$ cat src/rtl/squeeze_output_if.sv
`default_nettype none
// ============================================================================
//  Module      : squeeze_output_if
//  Description : Host-side bundle of the SHA3-512 squeeze stage. It carries
//                the sponge state input, the go/kill controls, the byte
//                stream handshake and the progress/status flags.
//  Revision    : 1.0 - initial release
// ============================================================================
interface squeeze_output_if;

   // Sponge state after the final permutation
   logic [1599:0] state_in;

   // Control
   logic          go;
   logic          kill;

   // Byte stream (valid/ready)
   logic [7:0]    dataOut;
   logic          dataValid;
   logic          dataRD;

   // Progress and status
   logic [6:0]    count;
   logic          busy;
   logic          done;

   // Host side: drives state and controls, consumes the byte stream
   modport master (
      output state_in,
      output go,
      output kill,
      output dataRD,
      input  dataOut,
      input  dataValid,
      input  count,
      input  busy,
      input  done
   );

   // Squeeze stage side
   modport slave (
      input  state_in,
      input  go,
      input  kill,
      input  dataRD,
      output dataOut,
      output dataValid,
      output count,
      output busy,
      output done
   );

endinterface
`default_nettype wire

$ cat src/rtl/squeeze_output.sv
`default_nettype none
// ============================================================================
//  Module      : squeeze_output
//  Description : Squeeze stage of the SHA3-512 core. Captures the low
//                DIGEST_BYTES bytes of the sponge state when go is accepted
//                and streams them out one byte per accepted transfer,
//                least-significant byte of lane 0 first. kill aborts the
//                squeeze synchronously; rst clears everything asynchronously.
//  Revision    : 1.0 - initial release
// ============================================================================
module squeeze_output #(
   parameter int DIGEST_BYTES = 64
) (
   input  wire logic       clk,
   input  wire logic       rst,
   squeeze_output_if.slave bus
);

   // Width of the digest shift register
   localparam int c_shift_w = 8 * DIGEST_BYTES;

   // Value of count just before the final transfer
   localparam logic [6:0] c_last_count = 7'(DIGEST_BYTES - 1);

   // LOAD is folded into the IDLE->SEND edge, so only three states exist
   typedef enum logic [1:0] {
      ST_IDLE = 2'd0,
      ST_SEND = 2'd1,
      ST_DONE = 2'd2
   } state_t;

   state_t                 r_state;
   logic [c_shift_w-1:0]   r_shift;
   logic [6:0]             r_count;
   logic                   r_valid;
   logic                   r_busy;
   logic                   r_done;

   // A transfer happens when a byte is presented and the consumer is ready
   logic                   w_xfer;
   assign w_xfer = r_valid & bus.dataRD;

   // Controller: state, digest shift register, byte counter and status flags
   always_ff @(posedge clk or negedge rst) begin
      if (!rst) begin
         r_state <= ST_IDLE;
         r_shift <= '0;
         r_count <= 7'd0;
         r_valid <= 1'b0;
         r_busy  <= 1'b0;
         r_done  <= 1'b0;
      end else if (bus.kill) begin
         // Abort wins over any handshake or start in this cycle
         r_state <= ST_IDLE;
         r_shift <= '0;
         r_count <= 7'd0;
         r_valid <= 1'b0;
         r_busy  <= 1'b0;
         r_done  <= 1'b0;
      end else begin
         case (r_state)
            ST_IDLE: begin
               r_done <= 1'b0;
               if (bus.go) begin
                  // Only the digest lanes are kept; upper state bits are dropped
                  r_shift <= bus.state_in[c_shift_w-1:0];
                  r_count <= 7'd0;
                  r_valid <= 1'b1;
                  r_busy  <= 1'b1;
                  r_state <= ST_SEND;
               end
            end
            ST_SEND: begin
               if (w_xfer) begin
                  // Next byte moves into the low lane; zeros fill from the top
                  r_shift <= r_shift >> 8;
                  r_count <= r_count + 7'd1;
                  if (r_count == c_last_count) begin
                     r_valid <= 1'b0;
                     r_done  <= 1'b1;
                     r_state <= ST_DONE;
                  end
               end
            end
            ST_DONE: begin
               // go is deliberately ignored here; a new squeeze starts from IDLE
               r_done  <= 1'b0;
               r_busy  <= 1'b0;
               r_state <= ST_IDLE;
            end
            default: begin
               r_state <= ST_IDLE;
               r_shift <= '0;
               r_count <= 7'd0;
               r_valid <= 1'b0;
               r_busy  <= 1'b0;
               r_done  <= 1'b0;
            end
         endcase
      end
   end

   // All outputs come straight from registers
   assign bus.dataOut   = r_shift[7:0];
   assign bus.dataValid = r_valid;
   assign bus.count     = r_count;
   assign bus.busy      = r_busy;
   assign bus.done      = r_done;

endmodule
`default_nettype wire
$ cat src/flat_wrapper.sv
// flat-port wrapper written by rule: the top's interface ports become plain ports
module squeeze_output_flat 
#(
   parameter int DIGEST_BYTES = 64
)
  (clk, rst, bus_state_in, bus_go, bus_kill, bus_dataRD, bus_dataOut, bus_dataValid, bus_count, bus_busy, bus_done);
  squeeze_output_if bus_i ();
  input  wire logic clk;
  input  wire logic rst;
  input wire logic [$bits(bus_i.state_in)-1:0] bus_state_in;
  input wire logic [$bits(bus_i.go)-1:0] bus_go;
  input wire logic [$bits(bus_i.kill)-1:0] bus_kill;
  input wire logic [$bits(bus_i.dataRD)-1:0] bus_dataRD;
  output wire logic [$bits(bus_i.dataOut)-1:0] bus_dataOut;
  output wire logic [$bits(bus_i.dataValid)-1:0] bus_dataValid;
  output wire logic [$bits(bus_i.count)-1:0] bus_count;
  output wire logic [$bits(bus_i.busy)-1:0] bus_busy;
  output wire logic [$bits(bus_i.done)-1:0] bus_done;
  assign bus_i.state_in = bus_state_in;
  assign bus_i.go = bus_go;
  assign bus_i.kill = bus_kill;
  assign bus_i.dataRD = bus_dataRD;
  assign bus_dataOut = bus_i.dataOut;
  assign bus_dataValid = bus_i.dataValid;
  assign bus_count = bus_i.count;
  assign bus_busy = bus_i.busy;
  assign bus_done = bus_i.done;
  squeeze_output #(.DIGEST_BYTES(DIGEST_BYTES)) u_core (.clk(clk), .rst(rst), .bus(bus_i));
endmodule
$ cat config.mk
export PLATFORM = sky130hd
export DESIGN_NAME = squeeze_output_flat
export DESIGN_NICKNAME = d
export VERILOG_FILES = /design/src/rtl/squeeze_output_if.sv /design/src/rtl/squeeze_output.sv /design/src/flat_wrapper.sv
export SDC_FILE = /design/constraint.sdc
export NUM_CORES = 1
export LEC_CHECK = 0
export CAP_MARGIN = 10
export CELL_PAD_IN_SITES_DETAIL_PLACEMENT = 0
export CELL_PAD_IN_SITES_GLOBAL_PLACEMENT = 1
export CORE_AREA = 2 2 629 631
export DETAILED_ROUTE_END_ITERATION = 8
export DIE_AREA = 0 0 631 633
export GPL_TIMING_DRIVEN = 0
export MAX_ROUTING_LAYER = met4
export PLACE_DENSITY_LB_ADDON = 0.1
export SYNTH_ARGS = -nofsm -noshare
export SYNTH_HDL_FRONTEND = slang
export SYNTH_SLANG_ARGS = --single-unit
$ cat constraint.sdc
create_clock -name clk -period 2.2 [get_ports clk]
set_input_delay 0.22 -clock clk [delete_from_list [all_inputs] [get_ports clk]]
set_output_delay 0.22 -clock clk [all_outputs]
set_load 0.05 [all_outputs]
Word-level counts from Yosys, hierarchy flattened
Cells that the tools add are included.

Output and inout port bits: 18. Register bits after elaboration: 524. Bits of input ports: 1605. Logic and storage cells: 46.

Bitwise operators: 1. Multiplexer cells: 24. Equality and inequality tests: 8. Reduce and logical (&&, ||, !) cells: 6. Add/sub/neg operators: 1.

Operators by type and width (count): $mux 512 (3); $pmux 512 s3 (1); $mux 7 (3); $pmux 7 s3 (1); $mux 1 (9); $mux 2 (4); $add 7x1->7 const B (1); $eq 7x6->1 const B (1); $ne 3x2->1 const B (2); $reduce_and 3->1 (2); $ne 2x2->1 const B (2); $pmux 2 s2 (1); $reduce_and 2->1 (2); $reduce_and 4->1 (1); $ne 3x3->1 const B (1); $pmux 1 s3 (1); $eq 2x1->1 const B (1); $eq 2x2->1 const B (1); $logic_not 2->1 (1); $pmux 1 s2 (1); $and 1x1->1 (1).

Longest topological paths before layout
Depth after elaboration: 5. Mapped depth: 8. Depth with buffers taken out: 4.

Worst setup path before layout
OpenSTA, ideal clock, no wires.

Path kind: register to register. Start: reg u_core.r_valid, in the netlist u_core.bus.dataValid. End: reg u_core.r_shift[171]. Data arrival time: 1.709 ns. Setup slack: 0.365 ns. Required time: 2.074 ns. Stages on the path, launching flop included: 8. Library setup time: 0.126 ns. Cell sequence: dfrtp_1 and2_1 o22a_2 buf_6 buf_4 buf_2 nor3_1 a21oi_1.

Longest elaborated chain between the ends: 3.

RTL lines: from (decl) (RTL line squeeze_output.sv:35) `logic r_valid;`; from (signal assigned) (RTL line squeeze_output.sv:49) `r_valid <= 1'b0;`; from (signal assigned) (RTL line squeeze_output.sv:57) `r_valid <= 1'b0;`; from (signal assigned) (RTL line squeeze_output.sv:68) `r_valid <= 1'b1;`; $and 1x1->1 (RTL line squeeze_output.sv:41) `assign w_xfer = r_valid & bus.dataRD;`; $ne 3x2->1 (no line); $reduce_and 3->1 (no line); to (signal assigned) (RTL line squeeze_output.sv:66) `r_shift <= bus.state_in[c_shift_w-1:0];`; to (signal assigned) (RTL line squeeze_output.sv:76) `r_shift <= r_shift >> 8;`; to (decl) (RTL line squeeze_output.sv:33) `logic [c_shift_w-1:0] r_shift;`.

Every way passes these cells. A chain may end at the register's enable or synchronous reset.

Worst setup path in the final report
Start: reg u_core.r_state[0]. End: reg u_core.r_shift[293].

Longest elaborated chain between the ends: 3.

RTL lines: from (decl) (RTL line squeeze_output.sv:32) `state_t r_state;`; from (signal assigned) (RTL line squeeze_output.sv:46) `r_state <= ST_IDLE;`; from (signal assigned) (RTL line squeeze_output.sv:54) `r_state <= ST_IDLE;`; from (signal assigned) (RTL line squeeze_output.sv:70) `r_state <= ST_SEND;`; $eq 2x1->1, or another cell as far along (RTL line squeeze_output.sv:61) `case (r_state)`; $ne 3x2->1 (no line), or another cell as far along; $reduce_and 3->1 (no line) / $mux 512 (equally long branches).

Parallel ways exist; a longest one is shown, timed or not.

==> results.md <==
- For this run the aggregate overflow at the end of global routing stands at 0.
- The area taken by multi-input logic gates is between 10000 and 15000 µm².
- After layout, the design draws a total of 0.03481 W.
- The wire-length estimate of the detail-placed layout is between 100000 and 150000 µm.
- The per-cell routed wire length is between 20 and 25 µm.
- The tool flagged a number of max-cap violations equal to 0.
- The data arrival time of the critical path is 2.76 ns.
- Counting every sink on the clock net gives 524.
- The core region is around 400000 µm².
- After detailed routing, the number of vias per cell comes to around 2.8.
- The TritonCTS clock tree is yes.
- The startpoint of the lowest-slack register-to-register path is u_core.r_state[0].
- The post-synthesis net count is approximately 4000.
- Counting cells, the worst reg-to-reg path comes to 9.
- The wire length reported by the detailed router is ~180000 µm.
- In this run the worst hold path is classified as in -> reg.
- The remaining antenna violation count after routing is 0.
- STA puts the critical path data required time at 2.81 ns.
- The fill cell total of the finished layout is 45200.
- Setup violations remaining at the end of the flow were counted as 0.
- The die covers around 400000 µm².
- The number of synthesized register bits is about 520.
- By area the synthesized netlist is led by sky130_fd_sc_hd__dfrtp_1 (53%), sky130_fd_sc_hd__a22oi_1 (15%), sky130_fd_sc_hd__a21oi_1 (8.7%).
- The flow ran to the end, and the final reports show no timing, DRC or antenna violations.
- Entering global routing, the biggest net connects 86 pins.
- The worst hold path passes through 5 cells.
- In this run the cell area measured after placement is roughly 37000 µm².
- The post-synthesis to final-layout area growth is 65.46%.
- The minimum period implied by the final worst setup slack is about 2.1 ns.
- The die outline height is about 630 µm.
- The top fanout value on the critical path is 10.
- Clock-pin slew was measured on the worst setup and hold paths at around 0.080 ns.
- The first-pass GRT wire length is roughly 240000 µm.
- The clock reaches the later pin of the worst-skew pair after ~0.84 ns.
- The cell count after synthesis came out at 2402.
- The worst setup skew after layout is between 0.09 and 0.1 ns.
- Of the synthesized area, sequential elements account for 0.5327.
- The layout net count is about 4700.
- The tree is rooted in a sky130_fd_sc_hd__clkbuf_16.
- The number of levels in the clock H-tree is 3.
- The number of synthesized flops with an enable pin is 0.
- The synthesized netlist contains 40 unique library cells.
- Buffers placed on the I/O ports in this run total approximately 530.
- The netlist area before placement is ~25000 µm².
- STA classifies the critical path startpoint as a register.
- The timing-limited maximum frequency is 466.7 MHz.
- The width of the die is ~630 µm.
- The vias after detailed routing is ~24000.
- In the synthesized netlist the async set-or-reset flop fraction comes to 1.000.
- In the final layout, the share of cells above drive strength 1 is 0.1887.
- The count of synthesis-stage warnings from yosys is 0.
- The category of the worst setup path capture point is a register.
- The reg-to-reg endpoint is u_core.r_shift[293].
- The predominant post-synthesis flop cell is sky130_fd_sc_hd__dfrtp_1.
- In this run the static leakage power is about 14 nW.
- A synthesized cell averages slightly above 10 µm².
- The number of slew-limit violations in the final report is 0.
- The leading area contributor after synthesis is sky130_fd_sc_hd__dfrtp_1.
- The number of failing hold endpoints at the final stage is 0.
- The overall fraction of global-route tracks in use is 0.09196.
- Leaving out fill and tap cells, the most frequent cells in the layout are sky130_fd_sc_hd__dfrtp_1 (522), sky130_fd_sc_hd__clkdlybuf4s50_1 (514), sky130_fd_sc_hd__a22oi_1 (496), sky130_fd_sc_hd__a21oi_1 (427), sky130_fd_sc_hd__nor3_1 (420).
- The initial antenna violation count is 130.
- Across the VDD grid, the largest voltage drop is roughly 0.00055 V.
- Setup repair after global routing could not meet its margin everywhere.
- Routability-driven placement finished with a final weighted congestion of around 0.72.
- The launch instance of the worst min-delay path is bus_kill.
- The via count of the first global-routing pass is between 20000 and 30000.
- The number of buffers inserted during clock tree synthesis is slightly above 90.
- The worst pin sits at a relative slew slack of 0.3013.
- The DRC violation total after the first TritonRoute iteration is 1428.
- The post-route fraction of the period consumed by the critical path is 0.9739.
- The post-layout utilization of the core is 0.1039.
- Pin placement for this block handled around 1600 I/O pins.
- The row count is 230.
- After detailed routing, the number of remaining DRC violations is 0.
- The initial utilization of the core area, before any placement, comes to 0.06280.
- The sequential cell area in the final layout is about 13000 µm².
- Hold timing on the final database bottoms out at a slack of about 0.027 ns.
- With fillers left out, the area of the finished cells amounts to about 41000 µm².
- The total power density per cell area is 854.8 nW/µm².
- The type of the setup path with the least slack is reg -> reg.
- The path with the worst hold slack has its endpoint at u_core.bus.count[2].
- The area share of the largest cell type after synthesis is 0.5327.
- Before antenna repair, the detailed router went through 5 iterations.
- The transition time at the pin with the least slew margin is around 1.0 ns.
- The number of buffers on the longest clock path is 4.
- The register-to-register setup slack is about 0.057 ns.
- The library cell used most frequently in the layout, excluding fill and tap cells, is sky130_fd_sc_hd__dfrtp_1.
-- cells in the mapped netlist (all sizes together), types with 4 or more instances --
master  instances
a21oi         508
a22oi         504
buf           215
clkbuf         78
dfrtp         524
nand2          13
nand2b          4
nand3b          8
nor3          507
o21ai          10
-- how the worst max path moves through the flow --
stage / from / endpoint / slack, ns / depth (start not counted)
after floorplan: u_core.bus.dataValid / u_core.r_shift[171] / 0.37 / 7
after CTS: u_core.r_state[0] / u_core.r_shift[507] / -0.006 / 7
after global routing: u_core.r_state[0] / u_core.r_shift[293] / -0.03 / 9
final: u_core.r_state[0] / u_core.r_shift[293] / 0.06 / 9
after detailed placement: bus_go / u_core.r_shift[0] / -1.17 / 7
after global placement: rst / u_core.r_shift[55] / -32.41 / 1
-- cells by family (layout without fill, tap and decap cells) --
kind of cell / Yosys count / in the layout / share of synthesized area
AOI/OAI and AO/OA: 1033 / 1033 / 0.2752
and+or+nand+nor: 546 / 546 / 0.1286
DFF: 524 / 524 / 0.5327
buffers and inverters: 295 / 1030 / 0.06181
muxes: 2 / 2 / 0.0008134
adders and majority gates: 1 / 1 / 0.0005083
xor gates and xnor gates: 1 / 1 / 0.0003559
other: 0 / 52 / 0
-- power breakdown --
part	internal (W)	switching, W
Clock	0.00910	0.00618
Sequential	0.0113	0.00125
Combinational	0.00285	0.00418
-- routing by layer --
metal | vias up | global-route usage | wire (µm) | part of all wire
met2 | 769 | 0.1482 | 87060 | 0.47
met4 | 0 | 0.02093 | 4501 | 0.024
li1 | 10630 | - | - | -
met3 | 281 | 0.02497 | 11000 | 0.060
met1 | 12040 | 0.1139 | 82140 | 0.44
met5 | - | - | 0 | 0
-- repair_timing --
item | 4_1_cts | 5_1_grt
buffers inserted | 2 | 2
gates cloned | 0 | 2
endpoints found under the hold margin | 183 | 0
pin swaps | 1 | 0
endpoints found under the setup margin | 538 | 170
resized for setup | 154 | 64
hold buffers | 27 | 0
-- sequential cells by signal, indices dropped and copies added, names as in the netlist --
| register | flops |
|---|---|
| u_core.bus.dataValid | 1 |
| u_core.bus.count | 7 |
| u_core.r_shift | 512 |
| u_core.bus.busy | 1 |
| u_core.r_state | 2 |
| u_core.bus.done | 1 |
-- through the flow --
step | setup TNS (ns) | instances | setup WS [ns]
finish | 0 | 8409 | 0.05740
global route | -0.2907 | 8401 | -0.03150
CTS | -0.006448 | 8353 | -0.006448
detailed placement | -425.81 | 8163 | -1.173
global placement | - | 8155 | -32.41
floorplan | 0 | 2402 | 0.3651
-- cell type report --
type,instances,area share
inverter,2,0.0001843
antenna,52,0.003195
tap,5220,0.1604
clock buffer,137,0.06584
multi-input combinational,1583,0.2478
clock inverter,25,0.008295
timing repair buffer,574,0.1462
buffer,292,0.04605
sequential,524,0.3220
-- critical path: stages (launching register included) --
cell and delay (ns):
sky130_fd_sc_hd__dfrtp_1 0.35, sky130_fd_sc_hd__buf_4 0.18, sky130_fd_sc_hd__inv_2 0.13, sky130_fd_sc_hd__nor3_4 0.05, sky130_fd_sc_hd__buf_12 0.15, sky130_fd_sc_hd__buf_12 0.16
sky130_fd_sc_hd__buf_12 0.18, sky130_fd_sc_hd__buf_4 0.19, sky130_fd_sc_hd__a22oi_1 0.37, sky130_fd_sc_hd__a21oi_1 0.13
Note: power is estimated with default switching activity, not from simulation.
